===== src/rtl/mips_dbg_pkg.sv =====
// Shared definitions for the debug-link loader: command bytes, program terminator and FSM states.
package mips_dbg_pkg;

  localparam logic [7:0] CMD_LOAD  = 8'h4C;
  localparam logic [7:0] CMD_RUN   = 8'h43;
  localparam logic [7:0] CMD_STEP  = 8'h53;
  localparam logic [7:0] CMD_NEXT  = 8'h4E;
  localparam logic [7:0] CMD_ABORT = 8'h58;

  localparam logic [31:0] HALT_INSTR_DEFAULT = 32'hFFFF_FFFF;

  typedef enum logic [2:0] {
    ST_IDLE       = 3'd0,
    ST_LOAD       = 3'd1,
    ST_WRITE      = 3'd2,
    ST_RUN_RST    = 3'd3,
    ST_RUN        = 3'd4,
    ST_STEP_RST   = 3'd5,
    ST_STEP_WAIT  = 3'd6,
    ST_STEP_PULSE = 3'd7
  } state_e;

endpackage


===== src/rtl/word_assembler.sv =====
// Packs an MSB-first byte stream into 32-bit words; o_word_valid marks the cycle of the 4th byte.
module word_assembler (
  input  logic        i_clk,
  input  logic        i_clear,
  input  logic [7:0]  i_byte,
  input  logic        i_byte_valid,
  output logic [31:0] o_word,
  output logic        o_word_valid
);

  logic [23:0] shift_q, shift_d;
  logic [1:0]  cnt_q, cnt_d;

  always_comb begin
    shift_d = shift_q;
    cnt_d   = cnt_q;
    if (i_byte_valid) begin
      shift_d = {shift_q[15:0], i_byte};
      cnt_d   = cnt_q + 2'd1;
    end else begin
      shift_d = shift_q;
      cnt_d   = cnt_q;
    end
  end

  always_ff @(posedge i_clk) begin
    if (i_clear) begin
      shift_q <= 24'd0;
      cnt_q   <= 2'd0;
    end else begin
      shift_q <= shift_d;
      cnt_q   <= cnt_d;
    end
  end

  // The word completes combinationally with the 4th byte; the counter wraps to 0 on its own.
  assign o_word       = {shift_q, i_byte};
  assign o_word_valid = i_byte_valid && (cnt_q == 2'd3);

endmodule


===== src/rtl/imem_load_ctrl.sv =====
// Debug-link loader: decodes UART commands, writes program words to imem, then runs or steps the pipeline.
// Optional inter-byte load timeout is enabled with `define IMEM_LOAD_TIMEOUT_EN.
module imem_load_ctrl
  import mips_dbg_pkg::*;
#(
  parameter int BITS_SIZE = 32,
  parameter int SIZE_TOTAL = 256,
  parameter logic [BITS_SIZE-1:0] HALT_INSTR = BITS_SIZE'(HALT_INSTR_DEFAULT),
  parameter int unsigned TIMEOUT_CYCLES = 1_000_000
) (
  input  logic                 i_clk,
  input  logic                 i_reset,
  input  logic [7:0]           i_rx_data,
  input  logic                 i_rx_valid,
  input  logic                 i_halt_done,
  output logic [BITS_SIZE-1:0] o_instruction_address,
  output logic [BITS_SIZE-1:0] o_instruction,
  output logic                 o_flag_write_intruc,
  output logic                 o_step,
  output logic                 o_pipe_reset,
  output logic                 o_loaded,
  output logic                 o_load_err,
  output logic                 o_busy
);

  state_e                state_q, state_d;
  logic [BITS_SIZE-1:0]  addr_q, addr_d;
  logic [BITS_SIZE-1:0]  instr_q, instr_d;
  logic                  wr_q, wr_d;
  logic                  loaded_q, loaded_d;
  logic                  err_q, err_d;

  logic        asm_clear_s;
  logic        asm_valid_s;
  logic [31:0] word_s;
  logic        word_valid_s;
  logic        timeout_s;

  // Bytes arriving during WRITE belong to the next word, so the assembler listens in both states.
  assign asm_valid_s = i_rx_valid && ((state_q == ST_LOAD) || (state_q == ST_WRITE));

  word_assembler u_asm (
    .i_clk        (i_clk),
    .i_clear      (i_reset || asm_clear_s),
    .i_byte       (i_rx_data),
    .i_byte_valid (asm_valid_s),
    .o_word       (word_s),
    .o_word_valid (word_valid_s)
  );

`ifdef IMEM_LOAD_TIMEOUT_EN
  logic [31:0] tmo_q;

  always_ff @(posedge i_clk) begin
    if (i_reset || (state_q != ST_LOAD) || i_rx_valid) begin
      tmo_q <= 32'd0;
    end else begin
      tmo_q <= tmo_q + 32'd1;
    end
  end

  assign timeout_s = (state_q == ST_LOAD) && !i_rx_valid &&
                     (tmo_q == 32'(TIMEOUT_CYCLES - 32'd1));
`else
  assign timeout_s = 1'b0;
`endif

  always_comb begin
    state_d     = state_q;
    addr_d      = addr_q;
    instr_d     = instr_q;
    wr_d        = 1'b0;
    loaded_d    = loaded_q;
    err_d       = err_q;
    asm_clear_s = 1'b0;
    case (state_q)
      ST_IDLE: begin
        if (i_rx_valid && (i_rx_data == CMD_LOAD)) begin
          state_d     = ST_LOAD;
          addr_d      = '0;
          loaded_d    = 1'b0;
          err_d       = 1'b0;
          asm_clear_s = 1'b1;
        end else if (i_rx_valid && (i_rx_data == CMD_RUN) && loaded_q) begin
          state_d = ST_RUN_RST;
        end else if (i_rx_valid && (i_rx_data == CMD_STEP) && loaded_q) begin
          state_d = ST_STEP_RST;
        end else begin
          state_d = ST_IDLE;
        end
      end
      ST_LOAD: begin
        if (word_valid_s) begin
          state_d = ST_WRITE;
          wr_d    = 1'b1;
          instr_d = BITS_SIZE'(word_s);
        end else if (timeout_s) begin
          state_d     = ST_IDLE;
          err_d       = 1'b1;
          asm_clear_s = 1'b1;
        end else begin
          state_d = ST_LOAD;
        end
      end
      ST_WRITE: begin
        if (instr_q == HALT_INSTR) begin
          state_d  = ST_IDLE;
          loaded_d = 1'b1;
        end else if ((addr_q + BITS_SIZE'(32'd4)) == BITS_SIZE'(SIZE_TOTAL)) begin
          // Memory full without a terminator: flag it rather than wrapping over word 0.
          state_d = ST_IDLE;
          err_d   = 1'b1;
        end else begin
          state_d = ST_LOAD;
          addr_d  = addr_q + BITS_SIZE'(32'd4);
        end
      end
      ST_RUN_RST: begin
        state_d = ST_RUN;
      end
      ST_RUN: begin
        if (i_halt_done) begin
          state_d = ST_IDLE;
        end else begin
          state_d = ST_RUN;
        end
      end
      ST_STEP_RST: begin
        state_d = ST_STEP_WAIT;
      end
      ST_STEP_WAIT: begin
        if (i_halt_done) begin
          state_d = ST_IDLE;
        end else if (i_rx_valid && (i_rx_data == CMD_ABORT)) begin
          state_d = ST_IDLE;
        end else if (i_rx_valid && (i_rx_data == CMD_NEXT)) begin
          state_d = ST_STEP_PULSE;
        end else begin
          state_d = ST_STEP_WAIT;
        end
      end
      ST_STEP_PULSE: begin
        state_d = ST_STEP_WAIT;
      end
      default: begin
        state_d = ST_IDLE;
      end
    endcase
  end

  always_ff @(posedge i_clk) begin
    if (i_reset) begin
      state_q  <= ST_IDLE;
      addr_q   <= '0;
      instr_q  <= '0;
      wr_q     <= 1'b0;
      loaded_q <= 1'b0;
      err_q    <= 1'b0;
    end else begin
      state_q  <= state_d;
      addr_q   <= addr_d;
      instr_q  <= instr_d;
      wr_q     <= wr_d;
      loaded_q <= loaded_d;
      err_q    <= err_d;
    end
  end

  // Step is gated by i_halt_done directly so the pipeline never advances past the retired HALT.
  assign o_step                = ((state_q == ST_RUN) && !i_halt_done) || (state_q == ST_STEP_PULSE);
  assign o_pipe_reset          = (state_q == ST_RUN_RST) || (state_q == ST_STEP_RST);
  assign o_busy                = (state_q != ST_IDLE);
  assign o_instruction_address = addr_q;
  assign o_instruction         = instr_q;
  assign o_flag_write_intruc   = wr_q;
  assign o_loaded              = loaded_q;
  assign o_load_err            = err_q;

endmodule


===== config.mk =====
export PLATFORM = sky130hd
export DESIGN_NAME = imem_load_ctrl
export DESIGN_NICKNAME = d
export VERILOG_FILES = /design/src/rtl/mips_dbg_pkg.sv /design/src/rtl/word_assembler.sv /design/src/rtl/imem_load_ctrl.sv
export SDC_FILE = /design/constraint.sdc
export NUM_CORES = 1
export LEC_CHECK = 0
export BUFFER_PORTS_ARGS = -buffer_cell sky130_fd_sc_hd__buf_2
export CAP_MARGIN = 10
export CORE_ASPECT_RATIO = 0.6
export CORE_MARGIN = 5
export CORE_UTILIZATION = 47
export DETAILED_ROUTE_END_ITERATION = 8
export GPL_TIMING_DRIVEN = 0
export PLACE_DENSITY_LB_ADDON = 0.15
export SYNTH_ARGS = -nofsm -noshare
export SYNTH_HDL_FRONTEND = slang
export SYNTH_SLANG_ARGS = --single-unit

===== constraint.sdc =====
create_clock -name i_clk -period 4.1 [get_ports i_clk]
set_input_delay 0 -clock i_clk [delete_from_list [all_inputs] [get_ports i_clk]]
set_output_delay 0 -clock i_clk [all_outputs]
set_load 0.02 [all_outputs]

; After elaboration in Yosys (flattened, before gate mapping)
; Index checks and enable logic that the tools add are counted.
[classes]
add_sub_neg = 2
mul = 0
div = 0
magnitude_cmp = 0
eq_ne = 20
shift = 0
mux = 24
bitwise_logic = 1
n_reduce_logical = 24
[ops]
columns = operator, count
row1 = two-way mux 32 bit, 3
row2 = one-hot mux 32 bit (2 select lines), 1
row3 = == test 8 x 7 -> 1 bit (second input constant), 5
row4 = adder 32 x 3 -> 32 bit (second input constant), 1
row5 = == test 32 bit (second input constant), 1
row6 = == test 32 x 9 -> 1 bit (second input constant), 1
row7 = one-hot mux 3 bit (7 select lines), 1
row8 = two-way mux 3 bit, 6
row9 = == test 3 bit (second input constant), 4
row10 = logical AND 1 bit, 10
row11 = two-way mux 1 bit, 10
row12 = AND reduction 4 bit, 2
row13 = == test 3 x 2 -> 1 bit (second input constant), 2
row14 = != test 2 bit (second input constant), 3
row15 = logical OR 1 bit, 4
row16 = != test 2 x 1 -> 1 bit (second input constant), 2
row17 = one-hot mux 1 bit (2 select lines), 2
row18 = OR reduction 2 bit, 2
row19 = == test 3 x 1 -> 1 bit (second input constant), 1
row20 = logical NOT 3 bit, 1
row21 = AND reduction 3 bit, 1
row22 = nonzero test 3 bit, 1
row23 = adder 2 x 1 -> 2 bit (second input constant), 1
row24 = == test 2 bit (second input constant), 1
row25 = 5 further kinds, 5
[totals]
ff_bits = 96
latch_bits = 0
ram_bits = 0
mem_bits_ro = 0
input_bits = 12
output_inout_bits = 70
wordCells = 79
mem_count = 0

; Logic depth before layout (Yosys ltp)
; Gate-level depths: netlist of the first run.
[depth]
ltp_word = 7
ltp_mapped = 11
ltp_nobuf = 9

; Modules after synthesis
; A second synthesis of the first run with hierarchy kept.
[unflattened]
cells_unflattened = 598
area_unflattened_um2 = 4892.2
[by_module_without_submodules]
columns = module, n_inst, cells_each, area_each_um2, seq_area_each_um2
row1 = imem_load_ctrl, 1, 504, 3868.7, 1361.3
row2 = word_assembler, 1, 94, 1023.5, 520.5

; Least setup slack after synthesis of the first run
; OpenSTA, ideal clock, no wires.
[synth_path]
path_kind = reg-to-reg
from = register addr_q[2], in the netlist o_instruction_address[2]
to = register addr_q[6], in the netlist o_instruction_address[6]
setup_ps = 120
arrival_ps = 3298
t_required_ps = 3980
slack_ps = 682
stages_incl_launch_ff = 12
path_buffers = 2
synth_period_minus_slack_ps = 3418
path_cell_list = dfxtp_1 > ha_1 > nand3_1 > nor3_1 > nand4_1 > mux2i_1 > or4_1 > o311a_1 > buf_6 > buf_6 > and3_4 > a211o_1
[synth_between]
elab_chain_len = 4
elab_cells_between_ends = 7
classes_between = 1 x add/sub / 2 x eq/ne / 3 x mux / 1 x reduce/logical
[synth_rtl]
columns = element, line_no
row1 = from (decl), imem_load_ctrl.sv:27  ; logic [BITS_SIZE-1:0] addr_q, addr_d;
row2 = from (signal assigned), imem_load_ctrl.sv:161  ; addr_q <= addr_d;
row3 = adder 32 x 3 -> 32 bit *, "imem_load_ctrl.sv:109, imem_load_ctrl.sv:115"
row4 = == test 32 x 9 -> 1 bit or two-way mux 32 bit (tied branches), imem_load_ctrl.sv:109  ; end else if ((addr_q + BITS_SIZE'(32'd4)) == BITS_SIZE'(SIZE_TOTAL)) begin
row5 = != test 2 bit (no line) or two-way mux 32 bit (tied branches), n/a
row6 = AND reduction 4 bit (no line) or one-hot mux 32 bit (2 select lines) (tied branches), n/a
; Mark *: on every way between the ends. The rest lies on a longest branch, timed or not. The select of a mux whose other input is x is not followed.
; A chain may end at the register's enable or synchronous reset.

; Final worst setup path of the first run
[layout_path]
from = register addr_q[3], in the netlist o_instruction_address[3]
to = register addr_q[7], in the netlist o_instruction_address[7]
; Same word-level chain as after synthesis.

==> impl_metrics.json, run 1 <==
{
  "vdd_drop_max_mv": 0.2625,
  "cp-end-kind": "register",
  "clock_sinks": 94,
  "post-place-ws_ns": 0.02077,
  "insertion_delay_ns": 0.34,
  "clock_path_buffers": 2,
  "wire_per_inst_um": 16.70,
  "grtUsageTotal": 0.2266,
  "root_buffer": "clkbuf_16",
  "max_freq_mhz": 261.4,
  "maxSlewHeadroom": 0.5360,
  "grt_max_degree": 19,
  "tritoncts": "done",
  "vias_per_cell": 5.554,
  "initial_core_util": 0.4807,
  "cap_violations": 0,
  "status": "finished, final reports clean",
  "synth_edf_count": 0,
  "finalSetupViolCount": 0,
  "synth_cells": 591,
  "hold_class": "input port to register",
  "period_minus_slack_ns": 3.826,
  "clkTransAtPathRegs_ns": 0.08,
  "crit_required_ns": 4.39,
  "finalHoldViolations": 0,
  "path_max_fanout": 10,
  "yosysSeqAreaShare": 0.3977,
  "start_kind": "register",
  "powerDensity_nw_per_um2": 323.3,
  "areaGrowthSynthToFinish_pct": 20.73,
  "cts_setup_buffers": 0,
  "skew_ns": 0.009458,
  "firstDrtPassIters": 5,
  "drive_above_1_share": 0.1957,
  "yosysWarnings": 0,
  "die_h_um": 87.73,
  "p_total_uw": 1847,
  "core.rowCount": 28,
  "tightest_slew_ns": 0.6898,
  "ys_types": 64,
  "worst_slack_ns": 0.2743,
  "hpwl_um": 10460,
  "holdWs_ns": 0.06518,
  "avgSynthCellArea_um2": 8.007,
  "vias": 4610,
  "ys.flop_type": "dfxtp_1",
  "synth_area_um2": 4732,
  "p_leak_uw": 0.002414,
  "grt_setup_unrepaired": "no",
  "cp.arrival_ns": 4.12,
  "antenna_found_initial": 0,
  "overflow": 0,
  "core-area_um2": 9844,
  "grt_pass1_wl_um": 22270,
  "fin_crit_sh": 0.9331,
  "critPathKind": "register to register",
  "cts.htree.levels": 3,
  "grt_pass1_vias": 4265,
  "die_x_um": 139.5,
  "async_flop_share": 0,
  "io_pins": 82,
  "dieArea_um2": 12240,
  "ys_ff_latch": 94,
  "drt_iter0_drc": 412,
  "totalWireLength_um": 13860,
  "slew_violations": 0,
  "nets": 705,
  "numCtsBuffers": 9,
  "fill_cells": 911,
  "drc_errors": 0,
  "setup_tns_ns": 0,
  "num_antenna_cells": 0,
  "io_buffer_count": 79,
  "routabilityCongestion": 0.9373,
  "final_cell_area_um2": 5713,
  "ant_nets": 0,
  "placed_area_um2": 5300
}
[registers in the layout, summed over array words and instances, names as in the netlist]
register	flops
o_instruction	32
o_instruction_address	30
u_asm.shift_q	24
state_q	3
u_asm.cnt_q	2
o_flag_write_intruc	1
o_load_err	1
o_loaded	1
[path summary, 6_finish.rpt]
path,start,end,slack (ns),cells after the start
max,o_instruction_address[3]$_SDFFE_PP0P_,o_instruction_address[7]$_SDFFE_PP0P_,0.27,11
min reg2reg,u_asm.shift_q[18]$_SDFFE_PP0P_,o_instruction[26]$_SDFFE_PP0P_,0.46,2
min,i_reset,o_instruction_address[26]$_SDFFE_PP0P_,0.07,4
max reg2reg,o_instruction_address[3]$_SDFFE_PP0P_,o_instruction_address[7]$_SDFFE_PP0P_,0.27,11
[repair_timing]
action,CTS,global route
endpoints found under the hold margin,17,0
gates cloned,0,0
hold buffers,8,0
setup endpoints to repair,20,22
resized for setup,1,2
[Yosys cell counts, drive strengths merged, types with 10 or more instances]
library cell / instances / share of area
a21oi: 65 / 0.069
a221o: 11 / 0.023
and3: 20 / 0.030
buf: 21 / 0.030
clkbuf: 31 / 0.025
dfxtp: 94 / 0.40
nand2: 135 / 0.11
nand3: 15 / 0.017
nand4: 21 / 0.035
nor2: 31 / 0.025
nor3: 15 / 0.016
nor4: 10 / 0.018
xnor2: 10 / 0.019
[area by class of cell]
class	count	area, um2	area share
Sequential cell	94	1882	0.3294
Clock inverter	7	87.58	0.01533
Buffer	52	261.5	0.04577
Timing Repair Buffer	87	475.5	0.08322
Clock buffer	9	225.2	0.03942
Multi-Input combinational cell	440	2590	0.4534
Inverter	6	22.52	0.003942
Tap cell	135	168.9	0.02957
[metal layers]
| metal | share of wire | wire length, um | GRT usage | up-vias |
|---|---|---|---|---|
| li1 | - | - | - | 2281 |
| met1 | 0.53 | 7410 | 0.3537 | 2130 |
| met2 | 0.37 | 5068 | 0.2989 | 178 |
| met3 | 0.087 | 1206 | 0.06656 | 21 |
| met4 | 0.013 | 177 | 0.05629 | 0 |
| met5 | 0 | 0 | 0 | - |
[where the power goes]
| group | switching, uW | internal, uW | total (uW) |
|---|---|---|---|
| Sequential | 0.0852 | 912 | 912 |
| Clock | 398 | 490 | 887 |
| Combinational | 31.6 | 16.0 | 47.5 |
| Total | 429 | 1420 | 1850 |
[worst max-delay path, cell delays in order (launching register included)]
cell and delay [ns]:
dfxtp_1 0.51, ha_1 0.34, nand3_1 0.35, nor3_4 0.36
nand4_1 0.17, mux2i_1 0.18, or4_1 0.63, o31ai_4 0.40
nor2b_1 0.18, buf_2 0.24, buf_4 0.24, a221o_1 0.16
[stage by stage]
step                      utilization  cells
after floorplan                     -    592
after global placement         0.5384    806
after detailed placement       0.5384    806
after CTS                      0.5788    830
after global routing           0.5803    830
final                          0.5803    830
[cells by family after synthesis]
kind of cell | count (synthesis) | synth area share
buffers and inverters | 58 | 0.06002
DFF | 94 | 0.3977
muxes | 4 | 0.008726
and+or+nand+nor | 289 | 0.3117
xor gates and xnor gates | 17 | 0.03146
adders and majority gates | 3 | 0.007933
other | 1 | 0.0007925
AOI/OAI and AO/OA | 125 | 0.1817
[cell usage in the layout, fill, tap and decap left out, types with 7 or more instances in the layout]
cell type,count
dfxtp_1,94
a21oi_1,65
nand4_1,18
clkbuf_16,9
nor3_1,14
buf_4,8
nor2_1,31
and2_1,7
a211o_1,8
xnor2_1,10
dlygate4sd3_1,8
nor4_1,8
nand2_1,135
and3_1,17
nand2b_1,7
buf_2,89
clkbuf_1,30
nand3_1,14
a31oi_1,7
a221o_1,11
xor2_1,7
No activity file was read; power rests on OpenSTA's default activity.
==> run 2, diff against run 1 <==
- BUFFER_PORTS_ARGS: -buffer_cell sky130_fd_sc_hd__buf_2 -> not set
- DONT_BUFFER_PORTS: not set -> 1
==> run 2 against run 1 <==
Against the previous run:
- sequential power hardly changed
- register-to-register slack is essentially flat
- via count decreased by 3.0%
- largest power group is now the clock network
- critical path type unchanged
- non-clock buffer count down 78
- count of clock-buffer cells in the layout rose by 3
- highest routed layer unchanged
- clock skew shrank 0.0032 ns
- critical path depth fell by 1
- fmax fell by 0.26%
- cell count shrank 9.5%
==> impl_metrics.json, run 2 (same netlist as run 1, synthesis figures left out) <==
{
  "status": "finished, final reports clean",
  "clock_path_buffers": 2,
  "grt_pass1_wl_um": 22320,
  "antenna_found_initial": 0,
  "insertion_delay_ns": 0.34,
  "clock_sinks": 94,
  "grtUsageTotal": 0.2298,
  "dieArea_um2": 12240,
  "firstDrtPassIters": 5,
  "ant_nets": 0,
  "routabilityCongestion": 0.9206,
  "finalSetupViolCount": 0,
  "cp-end-kind": "register",
  "mostFrequentLayoutCells": "nand2_1 (135), dfxtp_1 (92), a21oi_1 (65)",
  "top_layer": "met4",
  "post-place-ws_ns": -0.1934,
  "path_max_fanout": 10,
  "period_minus_slack_ns": 3.836,
  "finalHoldViolations": 0,
  "core-area_um2": 9844,
  "worst_slack_ns": 0.2641,
  "die_h_um": 87.73,
  "drc_errors": 0,
  "io_pins": 82,
  "wire_per_inst_um": 18.97,
  "root_buffer": "clkbuf_16",
  "slew_violations": 0,
  "num_antenna_cells": 0,
  "crit_required_ns": 4.38,
  "die_x_um": 139.5,
  "vias_per_cell": 5.953,
  "nets": 627,
  "io_buffer_count": 0,
  "skew_ns": 0.006275,
  "fin_crit_sh": 0.9356,
  "max_freq_mhz": 260.7,
  "core.rowCount": 28,
  "hpwl_um": 10400,
  "vias": 4471,
  "wl_met2_um": 5489,
  "hold_class": "input port to register",
  "met1Wirelength_um": 7145,
  "powerDensity_nw_per_um2": 349.9,
  "overflow": 0,
  "critPathKind": "register to register",
  "numCtsBuffers": 9,
  "holdWs_ns": 0.02392,
  "vdd_drop_max_mv": 0.2095,
  "tritoncts": "done",
  "initial_core_util": 0.4807,
  "tightest_slew_ns": 0.7829,
  "wl_met3_um": 1517,
  "layout_commonest_cell": "nand2_1",
  "p_leak_uw": 0.001999,
  "maxSlewHeadroom": 0.4734,
  "largest_register_ffs": 32,
  "cts_setup_buffers": 0,
  "drive_above_1_share": 0.09416,
  "grt_max_degree": 15,
  "grt_setup_unrepaired": "no",
  "areaGrowthSynthToFinish_pct": 12.90,
  "cap_violations": 0,
  "start_kind": "register",
  "drt_iter0_drc": 490,
  "cts.htree.levels": 3,
  "totalWireLength_um": 14250,
  "grt_pass1_vias": 4012,
  "cp.arrival_ns": 4.11,
  "clkTransAtPathRegs_ns": 0.06
}
==> run 2: changes by cell type in the layout (fill, tap and decap cells not counted), sizes merged <==
cell | before | now
buf | 100 | 21
clkinvlp | 0 | 1
inv | 11 | 6
bufinv | 1 | 2
clkinv | 1 | 0
clkbuf | 40 | 43
dlygate4sd3 | 8 | 9
==> run 2: per-stage QoR <==
stage	TNS [ns]	area, um2	power, uW	utilization	cells
final	0	5343	1869	0.5427	751
after detailed placement	-3.340	4905	964.0	0.4982	727
after global placement	-1.259	4905	963.7	0.4982	727
after global routing	0	5343	1928	0.5427	751
after CTS	0	5324	1875	0.5408	751
after floorplan	0	4736	954.9	-	592
==> run 2: repair_timing <==
item / 4_1_cts / 5_1_grt
endpoints found under the hold margin: 21 / 0
endpoints found under the setup margin: 22 / 31
resized for setup: 1 / 6
hold buffers: 9 / 0
==> run 2: worst max-delay path, cell delays in order, from the launching register on <==
cell and delay, ns:
dfxtp_1 0.64, nand4_1 0.26, nor4_2 0.53, nand4_1 0.25
xnor2_1 0.18, or4_1 0.62, o31ai_4 0.41, nor2b_1 0.17
buf_2 0.28, buf_4 0.26, a221o_1 0.17
==> run 2: cell type report <==
| type | instances | area [um2] |
|---|---|---|
| Fill cell | 912 | 4502 |
| Multi-Input combinational cell | 440 | 2590 |
| Sequential cell | 94 | 1884 |
| Buffer | 52 | 262.8 |
| Clock buffer | 12 | 256.5 |
| Tap cell | 135 | 168.9 |
| Timing Repair Buffer | 9 | 90.09 |
| Clock inverter | 3 | 67.56 |
| Inverter | 6 | 22.52 |
==> run 2: power breakdown <==
part / total [uW] / switching (uW) / internal [uW]
clock network: 914 / 349 / 565
registers: 913 / 0.0946 / 913
logic: 42.7 / 29.6 / 13.1
==> run 2: worst paths after layout <==
check,startpoint,end,slack [ns],cells after the start
worst max-delay path,o_instruction_address[17]$_SDFFE_PP0P_,o_instruction_address[7]$_SDFFE_PP0P_,0.26,10
worst min-delay path,i_halt_done,state_q[2]$_SDFF_PP0_,0.02,3
worst max register to register,o_instruction_address[17]$_SDFFE_PP0P_,o_instruction_address[7]$_SDFFE_PP0P_,0.26,10
worst min register to register,u_asm.shift_q[23]$_SDFFE_PP0P_,o_instruction[31]$_SDFFE_PP0P_,0.46,2
==> run 2: metal layers <==
metal,up-vias,GRT usage
met1,2122,0.3467
met3,10,0.09329
met4,0,0.04310
met2,209,0.3046
li1,2130,-
met5,-,0
==> run 3, diff against run 2 <==
- ABC_AREA: not set -> 1
==> run 3 against run 2 <==
Against the previous run:
- register-to-register slack gained 0.72 ns
- clock skew grew 0.0053 ns
- core utilization is 0.39 points lower
==> impl_metrics.json, run 3 <==
{
  "status": "finished, final reports clean",
  "maxSlewHeadroom": 0.5445,
  "slew_violations": 0,
  "grt_setup_unrepaired": "no",
  "clock_path_buffers": 2,
  "post-place-ws_ns": 1.105,
  "critPathKind": "register to register",
  "grt_pass1_wl_um": 22800,
  "hold_class": "input port to register",
  "synth_edf_count": 0,
  "start_kind": "register",
  "firstDrtPassIters": 5,
  "fin_crit_sh": 0.7594,
  "fill_cells": 1006,
  "wire_per_inst_um": 16.98,
  "grtUsageTotal": 0.2372,
  "seqCellArea_um2": 1882,
  "max_freq_mhz": 321.2,
  "drive_above_1_share": 0.05891,
  "core.rowCount": 28,
  "cp-startpoint": "o_instruction_address[3]$_SDFFE_PP0P_",
  "finalHoldViolations": 0,
  "dieArea_um2": 12170,
  "largest_register_ffs": 32,
  "finalSetupViolCount": 0,
  "synth_area_leaders": "dfxtp_1 (40%), nand2_1 (13%), a21oi_1 (9.8%)",
  "cts.htree.levels": 3,
  "setup_tns_ns": 0,
  "ys_types": 35,
  "synth_area_um2": 4703,
  "yosysTopAreaCellShare": 0.4001,
  "io_buffer_count": 0,
  "synth_commonest_cells": "nand2_1 (167), dfxtp_1 (94), a21oi_1 (92)",
  "p_leak_uw": 0.001863,
  "reg2reg_slack_ns": 0.99,
  "async_flop_share": 0,
  "skew_ns": 0.01162,
  "root_buffer": "clkbuf_16",
  "clock_sinks": 94,
  "synth.largest_area_cell": "dfxtp_1",
  "cts_resized": 0,
  "rr_worst_depth": 16,
  "grt_max_degree": 18,
  "yosysSeqAreaShare": 0.4001,
  "io_pins": 82,
  "totalWireLength_um": 14400,
  "cp-end-kind": "register",
  "numCtsBuffers": 9,
  "fin_util": 0.5388,
  "period_minus_slack_ns": 3.114,
  "synth_cells": 688,
  "clkTransAtPathRegs_ns": 0.07,
  "core-area_um2": 9809,
  "drt_iter0_drc": 443,
  "multi_input_area_um2": 2400,
  "vias_per_cell": 5.568,
  "mostFrequentLayoutCells": "nand2_1 (167), dfxtp_1 (94), a21oi_1 (92)",
  "hpwl_um": 10830,
  "tritoncts": "done",
  "tightest_slew_ns": 0.6761,
  "overflow": 0,
  "routabilityCongestion": 0.9194,
  "ant_nets": 0,
  "p_total_uw": 1884,
  "antenna_found_initial": 0,
  "ys_ff_latch": 94,
  "r2r-start": "o_instruction_address[3]$_SDFFE_PP0P_",
  "synthMostInstantiatedCell": "nand2_1",
  "die_h_um": 87.49,
  "initial_core_util": 0.4795,
  "layout_commonest_cell": "nand2_1",
  "vias": 4722,
  "ys.flop_type": "dfxtp_1",
  "powerDensity_nw_per_um2": 356.4,
  "yosysWarnings": 0,
  "cap_violations": 0,
  "critical_path.endpoint": "o_instruction_address[10]$_SDFFE_PP0P_",
  "path_max_fanout": 10,
  "areaGrowthSynthToFinish_pct": 12.37,
  "vdd_drop_max_mv": 0.1995,
  "crit_required_ns": 4.30,
  "die_x_um": 139.1,
  "drc_errors": 0,
  "worst_slack_ns": 0.9864,
  "grt_pass1_vias": 4323,
  "num_antenna_cells": 0,
  "insertion_delay_ns": 0.35,
  "cp.arrival_ns": 3.31,
  "nets": 723,
  "avgSynthCellArea_um2": 6.836,
  "r2r-end": "o_instruction_address[10]$_SDFFE_PP0P_"
}
==> run 3: changes by cell type in the layout (fill, tap and decap cells not counted), moves of 11 or more <==
cell      before  now
nand3b_1       3   22
inv_1          6   66
nor2_1        31   52
nand2_1      135  167
nand3_1       14   66
a21oi_1       65   92
nand4_1       18    7
and3_1        17    0
a221o_1       11    0
o21ai_0        6   35
==> run 3: final cells by class <==
| class | instances | area share |
|---|---|---|
| Multi-Input combinational cell | 493 | 0.4541 |
| Sequential cell | 94 | 0.3561 |
| Inverter | 68 | 0.04830 |
| Clock buffer | 9 | 0.04261 |
| Buffer | 34 | 0.03220 |
| Tap cell | 135 | 0.03196 |
| Clock inverter | 7 | 0.01965 |
| Timing Repair Buffer | 8 | 0.01515 |
==> run 3: how the worst min path moves through the flow <==
stage | start | endpoint | slack, ns | depth (start not counted)
floorplan | i_rx_data[0] | u_asm.shift_q[0]$_SDFFE_PP0P_ | 0.15 | 2
global placement | i_rx_data[3] | u_asm.shift_q[3]$_SDFFE_PP0P_ | 0.15 | 2
detailed placement | i_rx_data[4] | u_asm.shift_q[4]$_SDFFE_PP0P_ | 0.16 | 2
CTS | i_halt_done | state_q[1]$_SDFF_PP0_ | 0.009 | 3
global route | i_halt_done | state_q[1]$_SDFF_PP0_ | 0.05 | 3
finish | i_halt_done | state_q[1]$_SDFF_PP0_ | 0.03 | 3
==> run 3: cells by family (layout without fill, tap and decap cells) <==
kind of cell,count (synthesis),after routing,synth area share
other cells,1,2,0.0007973
flops,94,94,0.4001
simple gates,346,346,0.3400
buf+inv,102,126,0.09045
xor+xnor,6,6,0.01118
compound gates,136,136,0.1495
fa+ha+maj,3,3,0.007982
==> run 3: through the flow <==
step | hold slack [ns] | instances | instance area (um2)
finish | 0.02692 | 848 | 5285
floorplan | 0.1490 | 689 | 4707
detailed placement | 0.1588 | 824 | 4876
global placement | 0.1513 | 824 | 4876
global route | 0.04937 | 848 | 5285
CTS | 0.009154 | 848 | 5285
==> run 3: metal layers <==
layer	part of all wire	track usage	vias up
li1	-	-	2311
met1	0.51	0.3713	2176
met2	0.36	0.2990	212
met3	0.12	0.08009	23
met4	0.014	0.06306	0
met5	0	0	-
==> run 3: report_power, final <==
part	switching, uW	internal, uW
Sequential	0.136	912
Clock	384	543
Combinational	31.1	13.0
Total	415	1470
==> run 3: timing repair <==
| action | CTS | global route |
|---|---|---|
| buffers inserted | 0 | 0 |
| hold endpoints to repair | 19 | 0 |
| hold buffers | 8 | 0 |
| endpoints found under the setup margin | 0 | 0 |
==> run 3: worst max-delay path, cell delays in order, from the launching register on <==
cell and delay (ns):
dfxtp_1 0.54, ha_1 0.29, nand2_1 0.09, nor2_2 0.21
nand3_1 0.31, inv_1 0.16, nand2_1 0.07, nand2_1 0.06
nand2_1 0.12, nor2_1 0.13, nand2_1 0.06, nor2_1 0.24
nand3_2 0.17, buf_4 0.22, buf_6 0.16, nand3_1 0.07
a21oi_1 0.08
